<file path="src/rtl/wb_lsu_master.sv">
// Wishbone B4 classic-cycle load/store initiator: one single-word bus cycle per CPU request.
// Optional ack watchdog enabled by defining LSU_TIMEOUT_EN (limit set by TIMEOUT_CYCLES).
module wb_lsu_master #(
    parameter int unsigned TIMEOUT_CYCLES = 255
) (
    input  logic        sys_clk,
    input  logic        sys_rst,
    input  logic        req_valid,
    output logic        req_ready,
    input  logic        req_we,
    input  logic [31:0] req_addr,
    input  logic [1:0]  req_size,
    input  logic        req_signed,
    input  logic [31:0] req_wdata,
    output logic        resp_valid,
    output logic [31:0] resp_rdata,
    output logic        resp_err,
    output logic        cyc_o,
    output logic        stb_o,
    output logic        we_o,
    output logic [29:0] adr_o,
    output logic [3:0]  sel_o,
    output logic [31:0] dat_o,
    input  logic [31:0] dat_i,
    input  logic        ack_i
);

    // One-hot states so every handshake output is a flop bit, never a decode.
    localparam logic [2:0] ST_IDLE = 3'b001;
    localparam logic [2:0] ST_BUS  = 3'b010;
    localparam logic [2:0] ST_RESP = 3'b100;

    localparam logic [1:0] SZ_BYTE = 2'b00;
    localparam logic [1:0] SZ_HALF = 2'b01;
    localparam logic [1:0] SZ_WORD = 2'b10;

    if (TIMEOUT_CYCLES == 0) begin : g_timeout_check
        $error("wb_lsu_master: TIMEOUT_CYCLES must be nonzero");
    end

    function automatic logic misaligned(input logic [1:0] size, input logic [1:0] off);
        logic bad;
        case (size)
            SZ_BYTE: bad = 1'b0;
            SZ_HALF: bad = off[0];
            SZ_WORD: bad = (off != 2'b00);
            default: bad = 1'b1;
        endcase
        return bad;
    endfunction

    function automatic logic [3:0] byte_sel(input logic [1:0] size, input logic [1:0] off);
        logic [3:0] sel;
        case (size)
            SZ_BYTE: sel = 4'b0001 << off;
            SZ_HALF: sel = 4'b0011 << off;
            SZ_WORD: sel = 4'b1111;
            default: sel = 4'b0000;
        endcase
        return sel;
    endfunction

    function automatic logic [31:0] lane_rep(input logic [1:0] size, input logic [31:0] wdata);
        logic [31:0] rep;
        case (size)
            SZ_BYTE: rep = {4{wdata[7:0]}};
            SZ_HALF: rep = {2{wdata[15:0]}};
            default: rep = wdata;
        endcase
        return rep;
    endfunction

    function automatic logic [31:0] load_ext(input logic [1:0] size, input logic [1:0] off,
                                             input logic sgn, input logic [31:0] data);
        logic [31:0] shifted;
        logic [31:0] ext;
        shifted = data >> {off, 3'b000};
        case (size)
            SZ_BYTE: ext = {{24{sgn & shifted[7]}}, shifted[7:0]};
            SZ_HALF: ext = {{16{sgn & shifted[15]}}, shifted[15:0]};
            default: ext = data;
        endcase
        return ext;
    endfunction

    logic [2:0]  state_q, state_d;
    logic [29:0] adr_q, adr_d;
    logic [3:0]  sel_q, sel_d;
    logic        we_q, we_d;
    logic [31:0] dat_q, dat_d;
    logic [1:0]  size_q, size_d;
    logic [1:0]  off_q, off_d;
    logic        sgn_q, sgn_d;
    logic [31:0] rdata_q, rdata_d;
    logic        err_q, err_d;
    logic        bad_s;
    logic        timeout_s;

    assign bad_s = misaligned(req_size, req_addr[1:0]);

`ifdef LSU_TIMEOUT_EN
    logic [31:0] tmo_cnt_q, tmo_cnt_d;

    assign timeout_s = (tmo_cnt_q == 32'(TIMEOUT_CYCLES));

    // Watchdog counts un-acked BUS cycles and is zero whenever BUS is entered.
    always_comb begin
        tmo_cnt_d = 32'd0;
        if ((state_q == ST_BUS) && !ack_i) begin
            tmo_cnt_d = tmo_cnt_q + 32'd1;
        end else begin
            tmo_cnt_d = 32'd0;
        end
    end

    // Watchdog counter register.
    always_ff @(posedge sys_clk) begin
        if (sys_rst) begin
            tmo_cnt_q <= 32'd0;
        end else begin
            tmo_cnt_q <= tmo_cnt_d;
        end
    end
`else
    assign timeout_s = 1'b0;
`endif

    // State register.
    always_ff @(posedge sys_clk) begin
        if (sys_rst) begin
            state_q <= ST_IDLE;
        end else begin
            state_q <= state_d;
        end
    end

    // Next-state logic; an ack arriving together with the watchdog limit wins.
    always_comb begin
        state_d = state_q;
        case (state_q)
            ST_IDLE: begin
                if (req_valid) begin
                    state_d = bad_s ? ST_RESP : ST_BUS;
                end else begin
                    state_d = ST_IDLE;
                end
            end
            ST_BUS: begin
                if (ack_i || timeout_s) begin
                    state_d = ST_RESP;
                end else begin
                    state_d = ST_BUS;
                end
            end
            ST_RESP: state_d = ST_IDLE;
            default: state_d = ST_IDLE;
        endcase
    end

    // Handshake outputs are straight state flop bits.
    always_comb begin
        req_ready  = state_q[0];
        cyc_o      = state_q[1];
        stb_o      = state_q[1];
        resp_valid = state_q[2];
    end

    // Request capture, bus setup and response formation.
    always_comb begin
        adr_d   = adr_q;
        sel_d   = sel_q;
        we_d    = we_q;
        dat_d   = dat_q;
        size_d  = size_q;
        off_d   = off_q;
        sgn_d   = sgn_q;
        rdata_d = rdata_q;
        err_d   = err_q;
        case (state_q)
            ST_IDLE: begin
                if (req_valid) begin
                    size_d  = req_size;
                    off_d   = req_addr[1:0];
                    sgn_d   = req_signed;
                    rdata_d = 32'd0;
                    if (bad_s) begin
                        err_d = 1'b1;
                    end else begin
                        err_d = 1'b0;
                        adr_d = req_addr[31:2];
                        sel_d = byte_sel(req_size, req_addr[1:0]);
                        we_d  = req_we;
                        dat_d = lane_rep(req_size, req_wdata);
                    end
                end else begin
                    err_d = 1'b0;
                end
            end
            ST_BUS: begin
                if (ack_i) begin
                    err_d   = 1'b0;
                    rdata_d = we_q ? 32'd0 : load_ext(size_q, off_q, sgn_q, dat_i);
                end else if (timeout_s) begin
                    err_d   = 1'b1;
                    rdata_d = 32'd0;
                end else begin
                    rdata_d = rdata_q;
                end
            end
            ST_RESP: begin
                err_d   = 1'b0;
                rdata_d = 32'd0;
            end
            default: begin
                err_d   = 1'b0;
                rdata_d = 32'd0;
            end
        endcase
    end

    // Datapath registers.
    always_ff @(posedge sys_clk) begin
        if (sys_rst) begin
            adr_q   <= 30'd0;
            sel_q   <= 4'd0;
            we_q    <= 1'b0;
            dat_q   <= 32'd0;
            size_q  <= 2'd0;
            off_q   <= 2'd0;
            sgn_q   <= 1'b0;
            rdata_q <= 32'd0;
            err_q   <= 1'b0;
        end else begin
            adr_q   <= adr_d;
            sel_q   <= sel_d;
            we_q    <= we_d;
            dat_q   <= dat_d;
            size_q  <= size_d;
            off_q   <= off_d;
            sgn_q   <= sgn_d;
            rdata_q <= rdata_d;
            err_q   <= err_d;
        end
    end

    assign adr_o      = adr_q;
    assign sel_o      = sel_q;
    assign we_o       = we_q;
    assign dat_o      = dat_q;
    assign resp_rdata = rdata_q;
    assign resp_err   = err_q;

endmodule

</file>
<file path="config.mk">
export PLATFORM = sky130hd
export DESIGN_NAME = wb_lsu_master
export DESIGN_NICKNAME = d
export VERILOG_FILES = /design/src/rtl/wb_lsu_master.sv
export SDC_FILE = /design/constraint.sdc
export NUM_CORES = 1
export LEC_CHECK = 0
export BUFFER_PORTS_ARGS = -buffer_cell sky130_fd_sc_hd__buf_2
export CAP_MARGIN = 10
export CORE_MARGIN = 2
export CORE_UTILIZATION = 45
export CTS_CLUSTER_DIAMETER = 200
export DETAILED_ROUTE_END_ITERATION = 10
export GPL_TIMING_DRIVEN = 0
export PLACE_DENSITY = 0.85
export SLEW_MARGIN = 20
export SYNTH_ARGS = -nofsm -noshare
export SYNTH_HDL_FRONTEND = slang
export SYNTH_SLANG_ARGS = --single-unit
</file>
<file path="constraint.sdc">
create_clock -name sys_clk -period 4.95 [get_ports sys_clk]
set_input_delay 0.2475 -clock sys_clk [delete_from_list [all_inputs] [get_ports sys_clk]]
set_output_delay 0.2475 -clock sys_clk [all_outputs]
set_load 0.05 [all_outputs]
</file>
==> metrics <==
setup violators final 0; Post-Syn Area 0.00491 mm²; status finished, final reports clean; Residual DRC 0; Reg clk slew, reported paths approximately 0.11 ns; worst ir drop on vdd around 0.18 mV; CP cell instances nor4b_4 -> and3_2 -> clkbuf_1 -> buf_2 -> a22oi_1 -> o221ai_2; Clk Latency, worst-skew pair ~0.37 ns; Non-Filler Instances between 900 and 1000; Yosys reg bits ~110; Worst Hold Class input pin to flop; GR peak layer met2; detailed-placement wirelength estimate between 10 and 15 mm; Final Max Tran Viols 0; Post-synth EDFFs 0; fin crit share between 40% and 50%; Setup Buffers After CTS 0; Tot GR Track Use between 20% and 30%; utilization after layout 58.6%; TritonCTS Buffers 9; post-synthesis cell type count 50; largest net degree at the start of global routing 19; Syn Nets approximately 680; placed instance count just over 900; first-pass GRT wire length around 23 mm; CTS sink count about 110; met3 Resource Use GR roughly 5.9%; CTS max path bufs 2; die height 108 µm; Least-Margin Pin Slew 0.745 ns; Initial Util 45.7%; Critical Path Fanout Max 10; via/cell ratio approximately 5.4; commonest non-fill, non-tap cells in the layout buf_2, nand2_1, dfxtp_1; Post-Syn Area per Cell 8.49 µm²; Max Clk Rate around 500 MHz; IO buf count between 200 and 250; TritonRoute pass-1 iters 5; clock root cell clkbuf_8; TritonCTS clock tree done; share of the synthesized area in the top cell type between 40 and 50%; cells after synthesis 578; DIE AREA 0.0118 mm²; Die W about 110 µm; GR Layer Usage met2 a little over two fifths; routed wire length per instance roughly 16 µm; tightest hold margin approximately 0.11 ns; maxcap violations 0; vias in the first global route between 4000 and 5000; WP data required approximately 5.2 ns; worst setup path class flop to flop; top cells by area, synth dfxtp_1, nand2_1, a21oi_1; I/O pins between 200 and 250; ys flop type dfxtp_1; Pwr Density roughly 300 mW/mm²; post-synth top area cell dfxtp_1; ys async rst share 0%; row count 38; crit path DAT between 2 and 2.5 ns; initial antenna violation count 0; met1 Usage GRT a little under a third; Core Region 0.0107 mm²; minimum clock period ~2.0 ns; Hold Buf Count CTS 0; Critical Path End Type flop; Clock Skews approximately 0.015 ns; final wirelength 15.3 mm; antenna viol nets, final 0; initial drt markers 325; CP startpoint kind flop; # H-tree levels 3; share of cells above drive strength 1 33.9%; Post-CTS Resized 0; commonest non-fill, non-tap cell in the layout buf_2; Relative slew margins between 50 and 60%; setup tns final 0 ns; Via Count approximately 5100; sequential area share after synthesis between 40 and 50%; LEAKAGE about 2.8 nW; synthesis-to-finish area growth 28.3%; final global-route overflow total 0; GPL Wtd Cong approximately 0.91; final hold viol count 0; Nets 897; warnings from Yosys 0; antenna diode count 0; slowest stage delay, CP around 0.44 ns; critical path's slowest cell nor4b_4; RSZ-0062 raised after global routing false
metal layers:
layer / vias up / share of wire [%]
met5: - / 0
met4: 0 / 3.2
met3: 36 / 8.1
met2: 261 / 48
met1: 2326 / 41
li1: 2472 / -
critical path, delay by kind of cell (launching register included):
family | cells | cell delay [ns]
flip-flops | 1 | 0.40
buffers and inverters | 2 | 0.54
AND/OR/NAND/NOR | 2 | 0.68
AO/OA/AOI/OAI | 2 | 0.29
synthesized netlist by cell type, types with 2 or more instances:
library cell and n:
nand2_1 125, dfxtp_1 108, a21oi_1 68, nor2_1 42, a22oi_1 31, mux2i_1 29
clkbuf_1 25, o21ai_0 21, buf_2 20, o21bai_1 15, mux2_2 11, a211oi_1 8
a311oi_1 8, a2bb2oi_1 7, o221ai_2 7, nor3_1 5, inv_1 4, nor2b_1 4
buf_6 3, a21boi_0 2, and3_1 2, and4bb_2 2, buf_1 2, buf_4 2
o211ai_1 2
cell families (layout without fill, tap and decap cells):
group,count (synthesis),in the layout,synth area share [%]
AND/OR/NAND/NOR,193,193,16.9
buffers and inverters,56,275,5.40
AO/OA/AOI/OAI,180,180,25.0
XOR/XNOR,1,1,0.178
flip-flops,108,108,44.0
multiplexers,40,40,8.44
state kept, by name, indices dropped and copies added (netlist names):
signal,cells
off_q,2
dat_o,32
sel_o,4
resp_rdata,32
state_q,3
we_o,1
adr_o,30
resp_err,1
sgn_q,1
size_q,2
worst paths after layout:
path	from	endpoint	slack (ns)	cells past startpoint
min reg2reg	dat_o[6]	dat_o[6]	0.46	2
max	state_q[2]	resp_rdata[13]	2.97	6
max reg2reg	state_q[2]	resp_rdata[13]	2.97	6
min	dat_i[6]	resp_rdata[6]	0.11	3
final cells by class:
cell class	count	area (µm²)
clock buffers	9	124
fillers	1040	4450
well taps	140	175
clock inverters	6	70.1
repair buffers	204	1020
multi-input cells	414	2480
inverters	4	15.0
plain buffers	52	250
flip-flops and latches	108	2160
report_power, final:
group	total (mW)	internal, mW	switching, mW
combinational	0.443	0.134	0.309
clock	0.550	0.237	0.313
sequential	0.928	0.907	0.0212
stage by stage:
step	setup WS (ns)	cell area, µm²	power (mW)
final	2.97	6300	1.92
after global placement	3.05	6110	1.38
after global routing	2.92	6300	2.00
after detailed placement	3.03	6110	1.39
after CTS	3.00	6300	1.92
after floorplan	2.97	4910	1.24
Power figures use the tool's default switching activity.
